File: config.mk
export PLATFORM = sky130hd
export DESIGN_NAME = vram_arbiter
export DESIGN_NICKNAME = d
export VERILOG_FILES = /design/src/rtl/vram_arbiter.sv
export SDC_FILE = /design/constraint.sdc
export NUM_CORES = 1
export LEC_CHECK = 0
export BUFFER_PORTS_ARGS = -buffer_cell sky130_fd_sc_hd__clkbuf_2
export CAP_MARGIN = 5
export CELL_PAD_IN_SITES_DETAIL_PLACEMENT = 1
export CELL_PAD_IN_SITES_GLOBAL_PLACEMENT = 1
export CORE_ASPECT_RATIO = 0.6
export CORE_MARGIN = 1.5
export CORE_UTILIZATION = 36
export CTS_CLUSTER_DIAMETER = 50
export DETAILED_ROUTE_END_ITERATION = 8
export GPL_ROUTABILITY_DRIVEN = 0
export PLACE_DENSITY = 0.89
export SETUP_SLACK_MARGIN = 0.1
export SLEW_MARGIN = 25
export SYNTH_ARGS = -nofsm -noshare
export SYNTH_HDL_FRONTEND = slang
export SYNTH_SLANG_ARGS = --single-unit
File: constraint.sdc
create_clock -name clk -period 6.6 [get_ports clk]
set_input_delay 0.66 -clock clk [delete_from_list [all_inputs] [get_ports clk]]
set_output_delay 0.66 -clock clk [all_outputs]
set_load 0.03 [all_outputs]
File: src/rtl/vram_arbiter.sv
// Shares one VRAM controller between video, CPU and command requesters,
// inserting periodic auto-refreshes and returning read data to the owning port.
module vram_arbiter #(
   parameter int FREQ             = 54_000_000,
   parameter int REFRESH_INTERVAL = 405
) (
   input  logic        clk,
   input  logic        reset,

   input  logic        vid_req,
   input  logic [22:0] vid_addr,
   input  logic [1:0]  vid_size,
   output logic        vid_ack,
   output logic        vid_valid,
   output logic [31:0] vid_data,

   input  logic        cpu_req,
   input  logic        cpu_wr,
   input  logic [22:0] cpu_addr,
   input  logic [7:0]  cpu_din8,
   output logic        cpu_ack,
   output logic        cpu_valid,
   output logic [7:0]  cpu_data,

   input  logic        cmd_req,
   input  logic        cmd_wr,
   input  logic [22:0] cmd_addr,
   input  logic [1:0]  cmd_size,
   input  logic [7:0]  cmd_din8,
   input  logic [31:0] cmd_din32,
   output logic        cmd_ack,
   output logic        cmd_valid,
   output logic [31:0] cmd_data,

   output logic        mem_read,
   output logic        mem_write,
   output logic        mem_refresh,
   output logic [22:0] mem_addr,
   output logic [1:0]  mem_word_size,
   output logic [7:0]  mem_din8,
   output logic [31:0] mem_din32,
   input  logic        mem_busy,
   input  logic        mem_enabled,
   input  logic [15:0] mem_dout16,
   input  logic [31:0] mem_dout32,

   output logic        refresh_overrun
);

   // FREQ is informational; a degenerate clock or interval collapses the counter to one bit.
   localparam int CNT_W = (FREQ > 0 && REFRESH_INTERVAL > 1) ? $clog2(REFRESH_INTERVAL) : 1;
   localparam logic [CNT_W-1:0] CNT_LAST = CNT_W'(REFRESH_INTERVAL - 1);

   typedef enum logic {
      S_IDLE,
      S_WAIT
   } state_t;

   typedef enum logic [1:0] {
      OWN_NONE,
      OWN_VID,
      OWN_CPU,
      OWN_CMD
   } owner_t;

   state_t            state_q, state_d;
   owner_t            owner_q, owner_d;
   logic              cpu_last_q, cpu_last_d;
   logic [CNT_W-1:0]  ref_cnt_q, ref_cnt_d;
   logic              ref_pend_q, ref_pend_d;
   logic              overrun_q, overrun_d;
   logic              ref_wrap, issue_refresh;

   logic              mem_read_q, mem_read_d;
   logic              mem_write_q, mem_write_d;
   logic              mem_refresh_q, mem_refresh_d;
   logic [22:0]       mem_addr_q, mem_addr_d;
   logic [1:0]        mem_size_q, mem_size_d;
   logic [7:0]        mem_din8_q, mem_din8_d;
   logic [31:0]       mem_din32_q, mem_din32_d;

   logic              vid_ack_q, vid_ack_d;
   logic              cpu_ack_q, cpu_ack_d;
   logic              cmd_ack_q, cmd_ack_d;
   logic              vid_valid_q, vid_valid_d;
   logic              cpu_valid_q, cpu_valid_d;
   logic              cmd_valid_q, cmd_valid_d;
   logic [31:0]       vid_data_q, vid_data_d;
   logic [7:0]        cpu_data_q, cpu_data_d;
   logic [31:0]       cmd_data_q, cmd_data_d;

   always_comb begin
      state_d       = state_q;
      owner_d       = owner_q;
      cpu_last_d    = cpu_last_q;
      issue_refresh = 1'b0;

      mem_read_d    = 1'b0;
      mem_write_d   = 1'b0;
      mem_refresh_d = 1'b0;
      mem_addr_d    = mem_addr_q;
      mem_size_d    = mem_size_q;
      mem_din8_d    = mem_din8_q;
      mem_din32_d   = mem_din32_q;

      vid_ack_d     = 1'b0;
      cpu_ack_d     = 1'b0;
      cmd_ack_d     = 1'b0;
      vid_valid_d   = 1'b0;
      cpu_valid_d   = 1'b0;
      cmd_valid_d   = 1'b0;
      vid_data_d    = vid_data_q;
      cpu_data_d    = cpu_data_q;
      cmd_data_d    = cmd_data_q;

      ref_wrap  = (ref_cnt_q == CNT_LAST);
      ref_cnt_d = ref_wrap ? '0 : ref_cnt_q + 1'b1;

      case (state_q)
         S_IDLE: begin
            if (!mem_busy && mem_enabled) begin
               if (vid_req) begin
                  mem_read_d = 1'b1;
                  vid_ack_d  = 1'b1;
                  mem_addr_d = vid_addr;
                  mem_size_d = vid_size;
                  owner_d    = OWN_VID;
                  state_d    = S_WAIT;
               end else if (ref_pend_q) begin
                  mem_refresh_d = 1'b1;
                  issue_refresh = 1'b1;
                  owner_d       = OWN_NONE;
                  state_d       = S_WAIT;
               end else if (cmd_req && (cpu_last_q || !cpu_req)) begin
                  cmd_ack_d   = 1'b1;
                  cpu_last_d  = 1'b0;
                  mem_addr_d  = cmd_addr;
                  mem_din8_d  = cmd_din8;
                  mem_din32_d = cmd_din32;
                  state_d     = S_WAIT;
                  if (cmd_wr) begin
                     // A 16-bit command write is really a byte write on the controller.
                     mem_write_d = 1'b1;
                     mem_size_d  = (cmd_size == 2'b01) ? 2'b00 : cmd_size;
                     owner_d     = OWN_NONE;
                  end else begin
                     mem_read_d = 1'b1;
                     mem_size_d = cmd_size;
                     owner_d    = OWN_CMD;
                  end
               end else if (cpu_req) begin
                  cpu_ack_d  = 1'b1;
                  cpu_last_d = 1'b1;
                  mem_addr_d = cpu_addr;
                  state_d    = S_WAIT;
                  if (cpu_wr) begin
                     mem_write_d = 1'b1;
                     mem_size_d  = 2'b00;
                     mem_din8_d  = cpu_din8;
                     owner_d     = OWN_NONE;
                  end else begin
                     mem_read_d = 1'b1;
                     mem_size_d = 2'b01;
                     owner_d    = OWN_CPU;
                  end
               end
            end
         end
         S_WAIT: begin
            if (!mem_busy) begin
               state_d = S_IDLE;
               owner_d = OWN_NONE;
               case (owner_q)
                  OWN_VID: begin
                     vid_data_d  = mem_dout32;
                     vid_valid_d = 1'b1;
                  end
                  OWN_CPU: begin
                     cpu_data_d  = mem_addr_q[0] ? mem_dout16[15:8] : mem_dout16[7:0];
                     cpu_valid_d = 1'b1;
                  end
                  OWN_CMD: begin
                     cmd_data_d  = mem_dout32;
                     cmd_valid_d = 1'b1;
                  end
                  default: ;
               endcase
            end
         end
         default: state_d = S_IDLE;
      endcase

      ref_pend_d = ref_pend_q;
      if (issue_refresh)
         ref_pend_d = 1'b0;
      if (ref_wrap)
         ref_pend_d = 1'b1;
      overrun_d = overrun_q | (ref_wrap & ref_pend_q);
   end

   always_ff @(posedge clk or posedge reset) begin
      if (reset) begin
         state_q       <= S_IDLE;
         owner_q       <= OWN_NONE;
         cpu_last_q    <= 1'b1;
         ref_cnt_q     <= '0;
         ref_pend_q    <= 1'b0;
         overrun_q     <= 1'b0;
         mem_read_q    <= 1'b0;
         mem_write_q   <= 1'b0;
         mem_refresh_q <= 1'b0;
         mem_addr_q    <= '0;
         mem_size_q    <= '0;
         mem_din8_q    <= '0;
         mem_din32_q   <= '0;
         vid_ack_q     <= 1'b0;
         cpu_ack_q     <= 1'b0;
         cmd_ack_q     <= 1'b0;
         vid_valid_q   <= 1'b0;
         cpu_valid_q   <= 1'b0;
         cmd_valid_q   <= 1'b0;
         vid_data_q    <= '0;
         cpu_data_q    <= '0;
         cmd_data_q    <= '0;
      end else begin
         state_q       <= state_d;
         owner_q       <= owner_d;
         cpu_last_q    <= cpu_last_d;
         ref_cnt_q     <= ref_cnt_d;
         ref_pend_q    <= ref_pend_d;
         overrun_q     <= overrun_d;
         mem_read_q    <= mem_read_d;
         mem_write_q   <= mem_write_d;
         mem_refresh_q <= mem_refresh_d;
         mem_addr_q    <= mem_addr_d;
         mem_size_q    <= mem_size_d;
         mem_din8_q    <= mem_din8_d;
         mem_din32_q   <= mem_din32_d;
         vid_ack_q     <= vid_ack_d;
         cpu_ack_q     <= cpu_ack_d;
         cmd_ack_q     <= cmd_ack_d;
         vid_valid_q   <= vid_valid_d;
         cpu_valid_q   <= cpu_valid_d;
         cmd_valid_q   <= cmd_valid_d;
         vid_data_q    <= vid_data_d;
         cpu_data_q    <= cpu_data_d;
         cmd_data_q    <= cmd_data_d;
      end
   end

   assign mem_read        = mem_read_q;
   assign mem_write       = mem_write_q;
   assign mem_refresh     = mem_refresh_q;
   assign mem_addr        = mem_addr_q;
   assign mem_word_size   = mem_size_q;
   assign mem_din8        = mem_din8_q;
   assign mem_din32       = mem_din32_q;
   assign vid_ack         = vid_ack_q;
   assign cpu_ack         = cpu_ack_q;
   assign cmd_ack         = cmd_ack_q;
   assign vid_valid       = vid_valid_q;
   assign cpu_valid       = cpu_valid_q;
   assign cmd_valid       = cmd_valid_q;
   assign vid_data        = vid_data_q;
   assign cpu_data        = cpu_data_q;
   assign cmd_data        = cmd_data_q;
   assign refresh_overrun = overrun_q;

endmodule

==> results.txt <==
- After synthesis, the largest family of logic cells by area is multiplexers.
* Cells along the critical path: nand2b_1, and2_0, nand2_4, mux2_4
* Vias/cell: 4.990
- The Yosys step of the flow raised 0 warnings.
- Fill cell count: 2034
- Sequential fraction of the synthesis area: 0.5838
- Drc violations: 0
- In this run the horizontal extent of the chip is 181.8 um.
- In this run the vertical extent of the chip is 110.3 um.
* Number of different library cells in the post-synthesis netlist: 50
- CTS H-Tree Depth: 4
- Most frequent cells after synthesis: 160 x dfrtp_1, 67 x mux2_2, 33 x nand2_1, 29 x mux2_4, 27 x a21oi_1
- In the global route stage, overall resource usage came out at 0.2127.
* Fraction of registers with async set or reset after synthesis: 1.000
- The flow ran to the end, and the final reports show no timing, DRC or antenna violations.
- Synthesis inferred 161 register bits.
- Of the post-synthesis cell area, the dominant cell type holds 0.5800.
- Counting every net in the synthesized netlist gives 709.
* Leakage: 4.979 nW
- Along the worst path, the maximum fanout reaches 33.
* Worst setup path class: register to register
- In the final routed layout, each cell accounts on average for 18.99 um.
* Port Buffers: 324
- Syn avg cell area: 13.05 um2
- Final worst-path cycle share: 0.4697
* Max_slew headroom: 0.3588
* Critical path data arrival time: 3390 ps
- In this run the core area contains 38 standard-cell rows.
* Worst reg2reg setup slack: 3500 ps
- The min-delay analysis places its worst path in the category input pin to async pin.
* Startpoint type of the worst setup path: register
- Synth top area cells: dfrtp_1 58%, mux2_2 11%, mux2_4 6.3%
- Clock tree skew after final layout: 14.78 ps
* Root buffer selected by CTS: clkbuf_16
* Crit. End Element: register
- Final Core Density: 0.5054
- Clock transition at path regs: 70 ps
- Final critical-path setup slack: 3500 ps
* Via count: 5469
- At the end of the flow, the number of nets in the layout was 1022.
- Post-cts repair resize count: 0
* Final-report max-slew violation count: 0
- In this run the remaining antenna-violating nets after routing total 0.
* Placeable Area: 18400 um2
* Die Outline Area: 20040 um2
- Fin Hold WS: 369.8 ps
- Area growth, synth to finish: 34.71%
- After layout, the minimum clock period comes to 3100 ps.
- Remaining Overflow, GRT: 0
- Number of setup buffers added after CTS: 0
* Final design instance area without fill: 9299 um2
- Entering global routing, the biggest net connects 91 pins.
- Number of antenna violations at the first check in global routing: 0
* CTS tree: done
- The final count of hold timing violations was 0.
- Worst ir drop on vdd: 0.1746 mV
- After synthesis, the share of cell area in mux cells is 0.1840.
- Slew of the pin with the lowest slew margin: 961.9 ps
- In the synthesized netlist the dominant register cell turns out to be dfrtp_1.
- On the worst path, the slowest cell contributes a delay of 750 ps.
- Adder-cell share of the synthesized area: 0.003625
- Count of hold buffers inserted by post-cts repair: 0
- Of the total synthesized cell area, the portion taken by XOR and XNOR cells is 0.006344.
- The later pin in the worst-skew pair is clocked with a latency of 420 ps.
- The complex-gate fraction of the synthesized area came to 0.1055.
- The detailed router finished its first iteration with 245 violations.
* Initial standard-cell utilization of the core: 0.3752
- I/O pin cnt: 325
* Summed instance area of the synthesized netlist: 6903 um2
- Number of clock buffers inserted by TritonCTS: 17
- Detailed-placement wirelength estimate: 15760 um
- Simple-gate share of the synthesized area: 0.08664
- The synthesized design contains 0 enable-type register cells.
- Required time at the worst-slack endpoint: 6890 ps
* Cell taking the most area after synthesis: dfrtp_1
- Standard cell area after detailed placement: 8673 um2
- Highest achievable clock rate: 322.6 MHz
* First-pass GRT wire length: 32630 um
* Sum of negative setup slack: 0 ps
- The routed design has 20820 um of wire.
- Capturing point of the worst reg2reg path: mem_din32[9]
- The startpoint identified for the worst register-to-register timing path is cpu_last_q.
* Sink count of the clock tree: 161
- On the critical path, the stage with the largest delay is an instance of and2_0.
- The via count of the first global-routing pass was 5852.
* RSZ-0062 raised after global routing: false
- The cell count after synthesis came out at 529.
* # Max-Cap Violations: 0
- Of the cells placed in the final design, the portion with a size suffix greater than 1 is 0.5450.
* Number of cell instances on the worst register-to-register path: 4
* Number of search-and-repair iterations in the first detailed-routing pass: 4
* # setup viols final: 0
- dfrtp_1 is the most common cell in the netlist.
- Dividing total power by cell area gives a power density of 412.0 nW/um2.
- The clock passes through at most 2 buffers.
- Pre-CTS setup slack: 3264 ps
==> flip-flops by register name (all words and copies together), names as in the netlist, 2 cells and up <==
name / flops
vid_data: 32
mem_din8: 8
mem_din32: 32
ref_cnt_q: 9
mem_addr: 23
mem_word_size: 2
cmd_data: 32
owner_q: 2
cpu_data: 8
==> layout by cell type (no fill, tap or decap), drive strengths merged, types with 6 or more instances in the layout <==
master and n:
and3 25, a211oi 23, nor2b 10, mux2i 8, clkbuf 342, nor2 19
o21ai 22, mux2 96, a22oi 9, inv 15, dfrtp 160, a21oi 27
o2bb2ai 8, o31ai 6, nand2 34
==> how the worst max path moves through the flow <==
stage	startpoint	to	cells past startpoint
5_1_grt	cpu_last_q	mem_din32[9]	4
4_1_cts	cpu_last_q	mem_din32[9]	4
2_1_floorplan	reset	cmd_ack	1
6_report	cpu_last_q	mem_din32[9]	4
3_5_place_dp	cpu_req	mem_din32[21]	5
3_3_place_gp	cpu_req	mem_din32[18]	5
==> metrics by stage <==
stage / instances / power, mW
floorplan: 529 / 2.376
global placement: 1062 / 2.813
detailed placement: 1062 / 2.878
CTS: 1094 / 3.882
global route: 1095 / 4.018
finish: 1096 / 3.831
==> layer usage <==
metal,track usage,up-vias,share of wire
met5,0,-,0
met4,0.07143,0,0.015
met3,0.04534,26,0.054
met2,0.3698,191,0.51
met1,0.2675,2724,0.43
li1,-,2528,-
==> report_power, final <==
part,internal (mW),switching (mW)
sequential,1.27,0.178
combinational,0.478,0.914
clock,0.542,0.446
==> worst max-delay path, delay by kind of cell, from the launching register on <==
family           cells  cell delay, ps
DFF                  1             530
muxes                1             440
and+or+nand+nor      3            1990
==> cells by family (layout without fill, tap and decap cells) <==
| logic type | Yosys count | after routing |
|---|---|---|
| flops | 161 | 161 |
| compound gates | 109 | 109 |
| simple gates | 108 | 108 |
| mux | 104 | 104 |
| buf+inv | 40 | 366 |
| xor+xnor | 5 | 5 |
| fa+ha+maj | 2 | 2 |
| other cells | 0 | 1 |
==> final cells by class <==
cell class                 instances  area, um2  area share
antenna                            1      2.502   0.0002691
clock buffer                      18      429.2     0.04615
clock inverter                    14      166.4     0.01790
inverter                           7      31.28    0.003364
multi-input combinational        328       2675      0.2877
sequential                       161       4030      0.4334
tap                              240      300.3     0.03229
timing repair buffer             327       1664      0.1790
Note: power is estimated with default switching activity, not from simulation.
